===== src/rtl/dmem_arb_pkg.sv =====
// dmem_arb_pkg: shared FSM state, port ids and default widths for the DMEM arbiter.
package dmem_arb_pkg;
  typedef enum logic [1:0] {IDLE, ACCESS, RESP} state_t;
  localparam logic PORT_CPU = 1'b0;
  localparam logic PORT_DMA = 1'b1;
  localparam int DEF_ADDR_W = 8;
  localparam int DEF_DATA_W = 8;
endpackage


===== src/rtl/dmem_arb_pick.sv =====
// dmem_arb_pick: winner selection; round-robin on ties with DMEM_ARB_RR_EN, else port 0 wins ties.
module dmem_arb_pick (
  input  logic req0,
  input  logic req1,
  input  logic ptr,
  output logic win,
  output logic valid
);
  assign valid = req0 | req1;
`ifdef DMEM_ARB_RR_EN
  assign win = (req0 & req1) ? ~ptr : req1;
`else
  // ptr is tied to PORT_DMA here, so it only shapes win when no port requests
  assign win = ~req0 & (req1 | ptr);
`endif
endmodule


===== src/rtl/dmem_arbiter.sv =====
// dmem_arbiter: two-port arbiter in front of a single-port DMEM; IDLE -> ACCESS -> RESP per access.
// Round-robin arbitration is enabled by defining DMEM_ARB_RR_EN.
module dmem_arbiter
  import dmem_arb_pkg::*;
#(
  parameter int ADDR_W = DEF_ADDR_W,
  parameter int DATA_W = DEF_DATA_W
) (
  input  logic              clk,
  input  logic              rst_n,
  input  logic              req0,
  input  logic              req1,
  input  logic              wrt0,
  input  logic              wrt1,
  input  logic [ADDR_W-1:0] addr0,
  input  logic [ADDR_W-1:0] addr1,
  input  logic [DATA_W-1:0] wdata0,
  input  logic [DATA_W-1:0] wdata1,
  output logic              gnt0,
  output logic              gnt1,
  output logic              done0,
  output logic              done1,
  output logic [DATA_W-1:0] rdata,
  output logic              busy,
  output logic [ADDR_W-1:0] mem_addr,
  output logic [DATA_W-1:0] mem_data,
  output logic              mem_ctrl_rd,
  output logic              mem_ctrl_wrt,
  input  logic [DATA_W-1:0] mem_rd_data
);
  state_t state, state_nxt;
  logic win, valid, ptr, win_q, wrt_q;
  logic [ADDR_W-1:0] addr_q;
  logic [DATA_W-1:0] wdata_q, rdata_q;
  dmem_arb_pick u_pick (
    .req0 (req0),
    .req1 (req1),
    .ptr  (ptr),
    .win  (win),
    .valid(valid)
  );
`ifdef DMEM_ARB_RR_EN
  // last winner; resets to DMA so the first tie goes to the CPU
  always_ff @(posedge clk or negedge rst_n)
    if (!rst_n) ptr <= PORT_DMA;
    else if (state == ACCESS) ptr <= win_q;
`else
  assign ptr = PORT_DMA;
`endif
  always_comb begin
    state_nxt = IDLE;
    if (state == IDLE) state_nxt = valid ? ACCESS : IDLE;
    else if (state == ACCESS) state_nxt = RESP;
  end
  always_ff @(posedge clk or negedge rst_n)
    if (!rst_n) state <= IDLE;
    else state <= state_nxt;
  always_ff @(posedge clk or negedge rst_n)
    if (!rst_n) begin
      win_q   <= PORT_CPU;
      wrt_q   <= 1'b0;
      addr_q  <= '0;
      wdata_q <= '0;
      rdata_q <= '0;
    end else begin
      if (state == IDLE && valid) begin
        win_q   <= win;
        wrt_q   <= win ? wrt1 : wrt0;
        addr_q  <= win ? addr1 : addr0;
        wdata_q <= win ? wdata1 : wdata0;
      end
      if (state == ACCESS && !wrt_q) rdata_q <= mem_rd_data;
    end
  assign gnt0         = state == ACCESS && win_q == PORT_CPU;
  assign gnt1         = state == ACCESS && win_q == PORT_DMA;
  assign done0        = state == RESP && win_q == PORT_CPU;
  assign done1        = state == RESP && win_q == PORT_DMA;
  assign busy         = state != IDLE;
  assign mem_ctrl_rd  = state == ACCESS && !wrt_q;
  assign mem_ctrl_wrt = state == ACCESS && wrt_q;
  assign mem_addr     = addr_q;
  assign mem_data     = wdata_q;
  assign rdata        = rdata_q;
endmodule

===== config.mk =====
export PLATFORM = sky130hd
export DESIGN_NAME = dmem_arbiter
export DESIGN_NICKNAME = d
export VERILOG_FILES = /design/src/rtl/dmem_arb_pkg.sv /design/src/rtl/dmem_arb_pick.sv /design/src/rtl/dmem_arbiter.sv
export SDC_FILE = /design/constraint.sdc
export NUM_CORES = 1
export LEC_CHECK = 0
export ABC_AREA = 0
export CORE_MARGIN = 3
export CORE_UTILIZATION = 40
export CTS_BUF_LIST = sky130_fd_sc_hd__clkbuf_2 sky130_fd_sc_hd__clkbuf_4 sky130_fd_sc_hd__clkbuf_8
export CTS_CLUSTER_SIZE = 20
export DETAILED_ROUTE_END_ITERATION = 8
export DONT_BUFFER_PORTS = 1
export PLACE_DENSITY_LB_ADDON = 0.25
export SYNTH_ARGS = -nofsm -noshare
export SYNTH_HDL_FRONTEND = slang
export SYNTH_HIERARCHICAL = 1
export SYNTH_SLANG_ARGS = --single-unit

===== constraint.sdc =====
create_clock -name clk -period 1.7 [get_ports clk]
set_input_delay 0 -clock clk [delete_from_list [all_inputs] [get_ports clk]]
set_output_delay 0 -clock clk [all_outputs]
set_load 0.02 [all_outputs]

==> impl_metrics.yaml, run 1 <==
critical_path:
  worstRegToRegCells: 3
  r2r_slack_ns: 0.30
  cpMostUsedCell: "mux2_4"
  timing.rr.end: "mem_data[4]"
  cp_cell_sequence: "o21ba_2 > buf_12 > mux2_4 > dlygate4sd3_1 > mux2_4"
  cp.arrival_ns: 1.68
  crit_path_start_kind: "primary input"
  max_stage_delay_ns: 0.55
  r2r-start: "state[1]"
  crit_fanout: 10
  cp-end-kind: "flop"
  crit_type: "primary input to flop"
  cp.required_ns: 1.92
  cp_slowest_cell: "dlygate4sd3_1"
drt:
  vias_per_cell: 4.83
  route.detailed.drc: 0
  drt_iter0_drc: 11
  dr.pass1.iters: 4
  wirelength_mm: 2.86
  num_vias: 865
  routedWlPerCell_um: 16.0
  ant_nets: 0
clock_tree:
  clkSinkCount: 28
  cts_tree: "yes"
  htreeDepth: 1
  cts_made_buffers: 3
  cts.reportedPaths.clkPinSlew_ns: 0.15
  cts.path.max_buffers: 2
  clkLatencyLatePin_ns: 0.32
  root_buffer: "clkbuf_4"
  post_cts_resized: 0
sta:
  fmax_ghz: 0.684
  fin_crit_sh_pct: 86.0
  skew_ns: 0.00960
  tns_ns: 0
  rsz0062_at_grt: "false"
  setup_viol: 0
  layout_setup_ws_ns: 0.237
  hold_violations: 0
  min_period_ns: 1.46
  final_max_slew_viol_count: 0
finish:
  fillCellCount: 278
  fin_util_pct: 61.3
  areaGrowthSynthToFinish_pct: 40.2
  layout.nets: 182
  n_antenna_cell: 0
  finalNonFillerCells: 179
  drive_above_1_share_pct: 41.5
floorplan:
  start_util_pct: 43.8
  ios: 77
  die_h_um: 65.2
  core_area_um2: 3200
  die_x_um: 65.2
  row_count: 20
  die_area_um2: 4250
logic_synthesis:
  synthCells: 88
  synthTopCellsByArea: "dfrtp_1, mux2_2, mux2_4"
  synth_nets: 134
  syn-cell-area_um2: 1400
  synth.largest_area_cell: "dfrtp_1"
  synth_area_per_cell_um2: 15.9
  synth_seq_cells: 28
  ys_warn_count: 6
  ys_seq_area_share_pct: 50.0
  ys_types: 15
  netlist.area_leader.share_pct: 50.0
status:
  status: "complete, no violations"
global_route:
  grtUsageTotal_pct: 14.0
  grt_max_degree: 29
  overflow: 0
  grt_pass1_wl_mm: 4.54
  grt_pass1_vias: 998
  antenna_found_initial: 0
placement:
  place_ws_ns: 0.329
  port_buffers: 0
  dp.cells: 131
  place_congestion: 0.625
hold_path:
  hold_path_class: "primary input to asynchronous set/reset pin"
job:
  maxCapViolCount: 0
pwr:
  p_leak_nw: 0.852
  power.density_nw_per_um2: 1600
  ir_drop_uv: 764
layer usage:
| metal | routed length [um] | part of all wire [%] | global-route usage (%) |
|---|---|---|---|
| met3 | 212 | 7.4 | 2.39 |
| met2 | 1610 | 56 | 26.4 |
| met4 | 15 | 0.52 | 5.44 |
| met1 | 1020 | 36 | 15.4 |
| met5 | 0 | 0 | 0 |
metrics by stage:
stage          power, mW  cell area, um^2  hold WS [ns]
4_1_cts             3.18             1960        0.0611
3_3_place_gp        2.59             1460        -0.295
5_1_grt             3.32             1960         0.105
6_report            3.14             1960         0.115
3_5_place_dp        2.64             1460        -0.295
2_1_floorplan       2.43             1400        -0.296
power breakdown:
| group | total (mW) | internal, mW | switching (mW) |
|---|---|---|---|
| clock network | 0.428 | 0.238 | 0.190 |
| registers | 1.65 | 1.00 | 0.646 |
| logic | 1.07 | 0.683 | 0.382 |
critical path, delay by kind of cell:
kind / cells / cell delay, ns
buffers and inverters: 2 / 0.74
muxes: 2 / 0.55
AOI/OAI and AO/OA: 1 / 0.39
synth_stat cells:
| cell | number |
|---|---|
| mux2_4 | 18 |
| or2_1 | 1 |
| nor2b_1 | 2 |
| nor3b_1 | 2 |
| buf_4 | 1 |
| o21ba_2 | 1 |
| and2_1 | 2 |
| nor3b_2 | 1 |
| or2_2 | 1 |
| dfrtp_1 | 28 |
| conb_1 | 1 |
| and3b_1 | 1 |
| buf_12 | 1 |
| buf_6 | 3 |
| mux2_2 | 25 |
how the worst max path moves through the flow:
stage / from / cells after the start / endpoint / slack (ns)
final: req0 / 5 / mem_addr[6] / 0.24
after global routing: state[0] / 2 / gnt0 / 0.07
after CTS: state[0] / 2 / gnt0 / 0.23
after detailed placement: state[1] / 3 / mem_data[4] / 0.33
after global placement: state[1] / 3 / mem_data[2] / 0.37
after floorplan: state[1] / 4 / mem_addr[0] / 0.37
registers in the layout, summed over array words and instances (netlist names):
name      cells
win_q         1
wrt_q         1
mem_data      8
state         2
rdata         8
mem_addr      8
layout by cell type (no fill, tap or decap):
cell type / instances
buf_12: 3
and2_1: 2
o21ba_2: 1
bufinv_16: 1
mux2_2: 25
or2_1: 1
dlygate4sd3_1: 43
and3b_1: 1
dfrtp_1: 28
nor3b_1: 1
nor2b_1: 2
or2_2: 1
conb_1: 1
clkbuf_4: 3
nor3b_4: 1
nor3b_2: 1
buf_4: 2
mux2_4: 18
kinds of logic (layout without fill, tap and decap cells):
family,count (synthesis),count (layout),synth area share (%)
other,1,1,0.268
AOI/OAI and AO/OA,1,1,0.714
DFF,28,28,50.0
and+or+nand+nor,10,10,5.27
buffers and inverters,5,52,4.38
muxes,43,43,39.4
timing repair:
item	CTS	global route
setup buffers	0	0
endpoints found under the hold margin	53	0
hold buffers	44	0
cell type report:
type	instances	area [um^2]	share of cell area, %
multi-input cells	55	651	33.1
well taps	44	55.1	2.80
clock buffers	3	22.5	1.15
flip-flops and latches	28	701	35.7
clock inverters	1	30.0	1.53
repair buffers	48	505	25.7
Power figures use the tool's default switching activity.
==> run 2, diff against run 1 <==
--- a/config.mk
+++ b/config.mk
@@ -6,6 +6,8 @@
 export NUM_CORES = 1
 export LEC_CHECK = 0
 export ABC_AREA = 0
+export CELL_PAD_IN_SITES_DETAIL_PLACEMENT = 0
+export CELL_PAD_IN_SITES_GLOBAL_PLACEMENT = 1
 export CORE_MARGIN = 3
 export CORE_UTILIZATION = 40
 export CTS_BUF_LIST = sky130_fd_sc_hd__clkbuf_2 sky130_fd_sc_hd__clkbuf_4 sky130_fd_sc_hd__clkbuf_8
==> run 2 against run 1 <==
Against the previous run:
- global-route usage rose by 0.28 points
- routed wire length grew 1.2%
- register-to-register slack hardly changed
- die area is the same
- final cell count rose by 0.56%
- via count rose by 1.2%
- setup slack worse by 0.022 ns
- clock-buffer cell count is 1 higher
- sequential share of layout area up 0.39 points
- maximum frequency down 1.5%
- clock power fell by 27%
==> impl_metrics.yaml, run 2 (synthesis gave the netlist of run 1 again) <==
finish:
  final_cell_mix: "dlygate4sd3_1, dfrtp_1, mux2_2"
  drive_above_1_share_pct: 41.9
  layout.nets: 183
  areaGrowthSynthToFinish_pct: 38.7
  fillCellCount: 291
  final_common_cell: "dlygate4sd3_1"
  finalNonFillerCells: 180
  n_antenna_cell: 0
global_route:
  grtUsageTotal_pct: 14.3
  grt_pass1_vias: 976
  overflow: 0
  grt_max_degree: 29
  antenna_found_initial: 0
  grt_pass1_wl_mm: 4.59
placement:
  port_buffers: 0
  dp_hpwl_mm: 1.88
  place_congestion: 0.612
  dp.cells: 132
critical_path:
  max_stage_delay_ns: 0.55
  cp_cell_sequence: "o21ba_2 > buf_12 > mux2_4 > dlygate4sd3_1 > mux2_4"
  r2r-start: "state[1]"
  cpMostUsedCell: "mux2_4"
  timing.rr.end: "win_q"
  crit_fanout: 10
  cp.required_ns: 1.92
  crit_path_start_kind: "primary input"
  worstRegToRegCells: 3
  cp.arrival_ns: 1.70
  r2r_slack_ns: 0.30
  cp_slowest_cell: "dlygate4sd3_1"
  crit_type: "primary input to flop"
  cp-end-kind: "flop"
pwr:
  p_leak_nw: 0.846
  power.density_nw_per_um2: 1550
  ir_drop_uv: 772
drt:
  highest_layer: "met4"
  route.detailed.drc: 0
  routedWlPerCell_um: 16.1
  ant_nets: 0
  vias_per_cell: 4.86
  met3_length_um: 252
  wirelength_mm: 2.90
  num_vias: 875
  dr.pass1.iters: 4
  met1_length_mm: 1.04
  drt_iter0_drc: 22
  met2_length_mm: 1.58
clock_tree:
  cts_made_buffers: 3
  clkLatencyLatePin_ns: 0.32
  htreeDepth: 1
  cts.reportedPaths.clkPinSlew_ns: 0.14
  clkSinkCount: 28
  cts_tree: "yes"
  root_buffer: "clkbuf_4"
  post_cts_buffers: 0
  cts.path.max_buffers: 2
sta:
  rsz0062_at_grt: "false"
  whs_ns: 0.0980
  min_period_ns: 1.49
  tns_ns: 0
  fmax_ghz: 0.673
  hold_violations: 0
  final_max_slew_viol_count: 0
  skew_ns: 0.00784
  fin_crit_sh_pct: 87.4
  setup_viol: 0
floorplan:
  die_area_um2: 4250
  core_area_um2: 3200
  die_x_um: 65.2
  row_count: 20
  ios: 77
  die_h_um: 65.2
  start_util_pct: 43.8
job:
  maxCapViolCount: 0
status:
  status: "complete, no violations"
hold_path:
  hold_path_class: "primary input to asynchronous set/reset pin"
run 2: changes by cell type in the layout (fill, tap and decap cells not counted):
cell / previous run / this run
bufinv_16: 1 / 0
buf_12: 3 / 2
buf_4: 2 / 4
clkbuf_8: 0 / 1
run 2: power by group:
group / switching, mW / internal [mW] / total, mW
sequential: 0.646 / 1.00 / 1.65
combinational: 0.388 / 0.669 / 1.06
clock: 0.182 / 0.131 / 0.313
run 2: area by class of cell:
| type | instances | area (um^2) | share of cell area [%] |
|---|---|---|---|
| sequential | 28 | 701 | 36.1 |
| clock buffer | 4 | 36.3 | 1.87 |
| tap | 44 | 55.1 | 2.83 |
| multi-input combinational | 55 | 651 | 33.5 |
| timing repair buffer | 49 | 500 | 25.8 |
run 2: metrics by stage:
| stage | total power [mW] | area, um^2 | utilization [%] | setup WS, ns |
|---|---|---|---|---|
| finish | 3.02 | 1940 | 60.7 | 0.215 |
| global route | 3.19 | 1940 | 60.7 | 0.157 |
| CTS | 3.06 | 1940 | 60.7 | 0.247 |
| detailed placement | 2.63 | 1460 | 45.5 | 0.313 |
| global placement | 2.58 | 1460 | 45.5 | 0.332 |
| floorplan | 2.43 | 1400 | - | 0.370 |
run 2: repair_timing:
action,CTS,global route
resized for setup,0,0
hold endpoints to repair,53,0
hold buffers,44,0
run 2: worst max path at each step:
| stage | from | end | slack (ns) | cells after the start |
|---|---|---|---|---|
| after CTS | req0 | mem_addr[3] | 0.25 | 5 |
| after global routing | state[0] | gnt0 | 0.16 | 2 |
| after global placement | state[1] | win_q | 0.33 | 3 |
| after floorplan | state[1] | mem_addr[0] | 0.37 | 4 |
| after detailed placement | state[1] | win_q | 0.31 | 3 |
| final | req0 | mem_data[6] | 0.21 | 5 |
run 2: layer usage:
metal	vias up	GRT usage, %
met5	-	0
met4	0	5.44
met3	2	3.93
met2	37	25.8
met1	433	15.8
li1	403	-
run 2: critical path: cells and delay by family:
kind,cells,cell delay [ns]
buffers and inverters,2,0.74
multiplexers,2,0.56
AO/OA/AOI/OAI,1,0.39
==> run 3, diff against run 2 <==
--- a/config.mk
+++ b/config.mk
@@ -17,5 +17,4 @@
 export PLACE_DENSITY_LB_ADDON = 0.25
 export SYNTH_ARGS = -nofsm -noshare
 export SYNTH_HDL_FRONTEND = slang
-export SYNTH_HIERARCHICAL = 1
 export SYNTH_SLANG_ARGS = --single-unit
==> run 3 against run 2 <==
Against the previous run:
- worst hold slack got worse by 0.040 ns
- clock skew decreased by 0.0021 ns
- non-clock buffer count increased by 1
- setup slack got worse by 0.035 ns
- sequential power about the same
- global-route usage increased by 0.29 points
- area after synthesis decreased by 5.6%
- via count increased by 0.80%
- total power increased by 1.2%
- sequential share of layout area increased by 1.0 points
- clock-buffer cell count unchanged
- flip-flop and latch count unchanged
- largest cell class unchanged
- largest power group unchanged
- highest routed layer unchanged
==> impl_metrics.yaml, run 3 <==
drt:
  routedWlPerCell_um: 15.2
  dr.pass1.iters: 3
  num_vias: 882
  vias_per_cell: 4.87
  wirelength_mm: 2.76
  drt_iter0_drc: 29
  ant_nets: 0
  route.detailed.drc: 0
logic_synthesis:
  netlist.area_leader.share_pct: 53.0
  synthCells: 87
  synth_seq_cells: 28
  ys.flop_type: "dfrtp_1"
  synthTopCellsByArea: "dfrtp_1, mux2_2, mux2_4"
  synth_commonest_cells: "mux2_2, dfrtp_1, mux2_4, buf_6"
  synth.largest_area_cell: "dfrtp_1"
  ys_types: 14
  synth.most_common_cell: "mux2_2"
  ys_seq_area_share_pct: 53.0
  ys_async_sr_fraction_pct: 100
  syn-cell-area_um2: 1320
  ys_warn_count: 0
  synth_edf_count: 0
  synth_area_per_cell_um2: 15.2
  synth_nets: 133
finish:
  drive_above_1_share_pct: 38.7
  fillCellCount: 249
  areaGrowthSynthToFinish_pct: 43.0
  seqCellArea_um2: 701
  multi_input_area_um2: 576
  final_cell_mix: "dlygate4sd3_1, mux2_2, dfrtp_1"
  n_antenna_cell: 0
  final_common_cell: "dlygate4sd3_1"
  layout.nets: 184
sta:
  fmax_ghz: 0.658
  tns_ns: 0
  setup_viol: 0
  worstMarginPinSlew_ns: 0.860
  hold_violations: 0
  fin_crit_sh_pct: 89.4
  skew_ns: 0.00573
  min_period_ns: 1.52
  rsz0062_at_grt: "false"
  slew_headroom_pct: 42.7
  whs_ns: 0.0577
  final_max_slew_viol_count: 0
global_route:
  grt_pass1_wl_mm: 4.71
  antenna_found_initial: 0
  grt_pass1_vias: 954
  overflow: 0
  grt_max_degree: 29
  grtUsageTotal_pct: 14.6
floorplan:
  die_area_um2: 4030
  start_util_pct: 42.6
  row_count: 20
  die_x_um: 63.5
  die_h_um: 63.5
  core_area_um2: 3100
  ios: 77
clock_tree:
  cts_made_buffers: 3
  htreeDepth: 1
  cts.path.max_buffers: 2
  clkLatencyLatePin_ns: 0.31
  cts_tree: "yes"
  root_buffer: "clkbuf_4"
  clkSinkCount: 28
  post_cts_buffers: 0
  cts.reportedPaths.clkPinSlew_ns: 0.13
pwr:
  ir_drop_uv: 877
  pwr-share-seq_pct: 53.1
  p_sw_mw: 1.23
  comb_power_share_pct: 36.8
  power.density_nw_per_um2: 1620
  clockPowerShare_pct: 10.1
  internal_power_mw: 1.83
  p_sw_share_pct: 40.3
  p_leak_nw: 0.820
placement:
  port_buffers: 0
  place_congestion: 0.662
  dp_hpwl_mm: 1.76
critical_path:
  path_buf_inv: 1
  endpoint: "mem_ctrl_rd"
  r2r-start: "state[1]"
  cp.required_ns: 1.70
  critical_path_depth: 3
  cp-end-kind: "output port"
  timing.rr.end: "rdata[7]"
  cp_slowest_cell: "dfrtp_1"
  max_stage_delay_ns: 0.43
  startpoint: "state[1]"
  crit_fanout: 9
  crit_path_start_kind: "flop"
  cp.arrival_ns: 1.52
  cp_cell_sequence: "nand2b_1 > nor2_2 > buf_4"
  crit_type: "flop to output port"
  r2r_slack_ns: 0.23
  path_delay_family: "simple AND/OR/NAND/NOR gates"
  worstRegToRegCells: 3
hold_path:
  hold_path_class: "primary input to flop"
status:
  status: "complete, no violations"
job:
  maxCapViolCount: 0
run 3: cell count changes in the layout (fill, tap and decap cells not counted), moves of 2 or more:
cell	delta
mux2_4	-9
mux2_2	+8
a21oi_1	+2
inv_1	+2
nor2_2	+2
nor2b_1	-2
run 3: final cells by class:
| cell class | instances | area share [%] |
|---|---|---|
| Clock buffer | 4 | 1.92 |
| Inverter | 2 | 0.397 |
| Multi-Input combinational cell | 53 | 30.4 |
| Sequential cell | 28 | 37.1 |
| Tap cell | 44 | 2.91 |
| Timing Repair Buffer | 50 | 27.3 |
run 3: worst min path at each step:
stage | from | to | slack, ns | depth (start not counted)
finish | req1 | state[0] | 0.06 | 2
global route | req1 | state[0] | 0.04 | 2
CTS | req1 | state[0] | 0.04 | 2
detailed placement | rst_n | mem_addr[7] | -0.29 | 0
global placement | rst_n | mem_data[7] | -0.29 | 0
floorplan | rst_n | mem_addr[0] | -0.30 | 0
run 3: power groups by stage:
stage	combinational [mW]	sequential [mW]	clock, mW
final	1.12	1.62	0.308
after CTS	1.13	1.63	0.329
after detailed placement	1.01	1.64	0
after global routing	1.22	1.67	0.359
after global placement	0.981	1.64	0
after floorplan	0.873	1.57	0
run 3: timing repair:
item / CTS / global route
endpoints found under the hold margin: 54 / 0
gates resized for setup: 0 / 1
setup endpoints to repair: 0 / 1
hold buffers: 46 / 0
run 3: kinds of logic after synthesis:
| kind of cell | share of synthesized area [%] |
|---|---|
| flip-flops | 53.0 |
| AO/OA/AOI/OAI | 1.32 |
| buffers and inverters | 3.50 |
| AND/OR/NAND/NOR | 3.88 |
| multiplexers | 38.3 |
run 3: worst reg2reg max path, cell delays in order (launching register included):
cell and delay, ns:
dfrtp_1 0.43, nand2b_1 0.20, nor2_2 0.36, mux2_2 0.39
run 3: stage by stage:
step           total power, mW  instance area, um^2  util (%)  instances  worst slack, ns
5_1_grt                   3.26                 1890      60.9        181           0.0287
4_1_cts                   3.09                 1890      60.8        181            0.127
3_5_place_dp              2.65                 1380      44.5        131            0.240
2_1_floorplan             2.44                 1320         -         87            0.230
6_report                  3.06                 1890      60.9        181            0.180
3_3_place_gp              2.62                 1380      44.5        131            0.273
run 3: routing by layer:
metal | vias to the layer above | GRT usage, % | part of all wire, %
li1 | 406 | - | -
met1 | 430 | 18.4 | 39
met2 | 44 | 25.0 | 53
met3 | 2 | 4.10 | 8.2
met4 | 0 | 2.43 | 0.25
met5 | - | 0 | 0
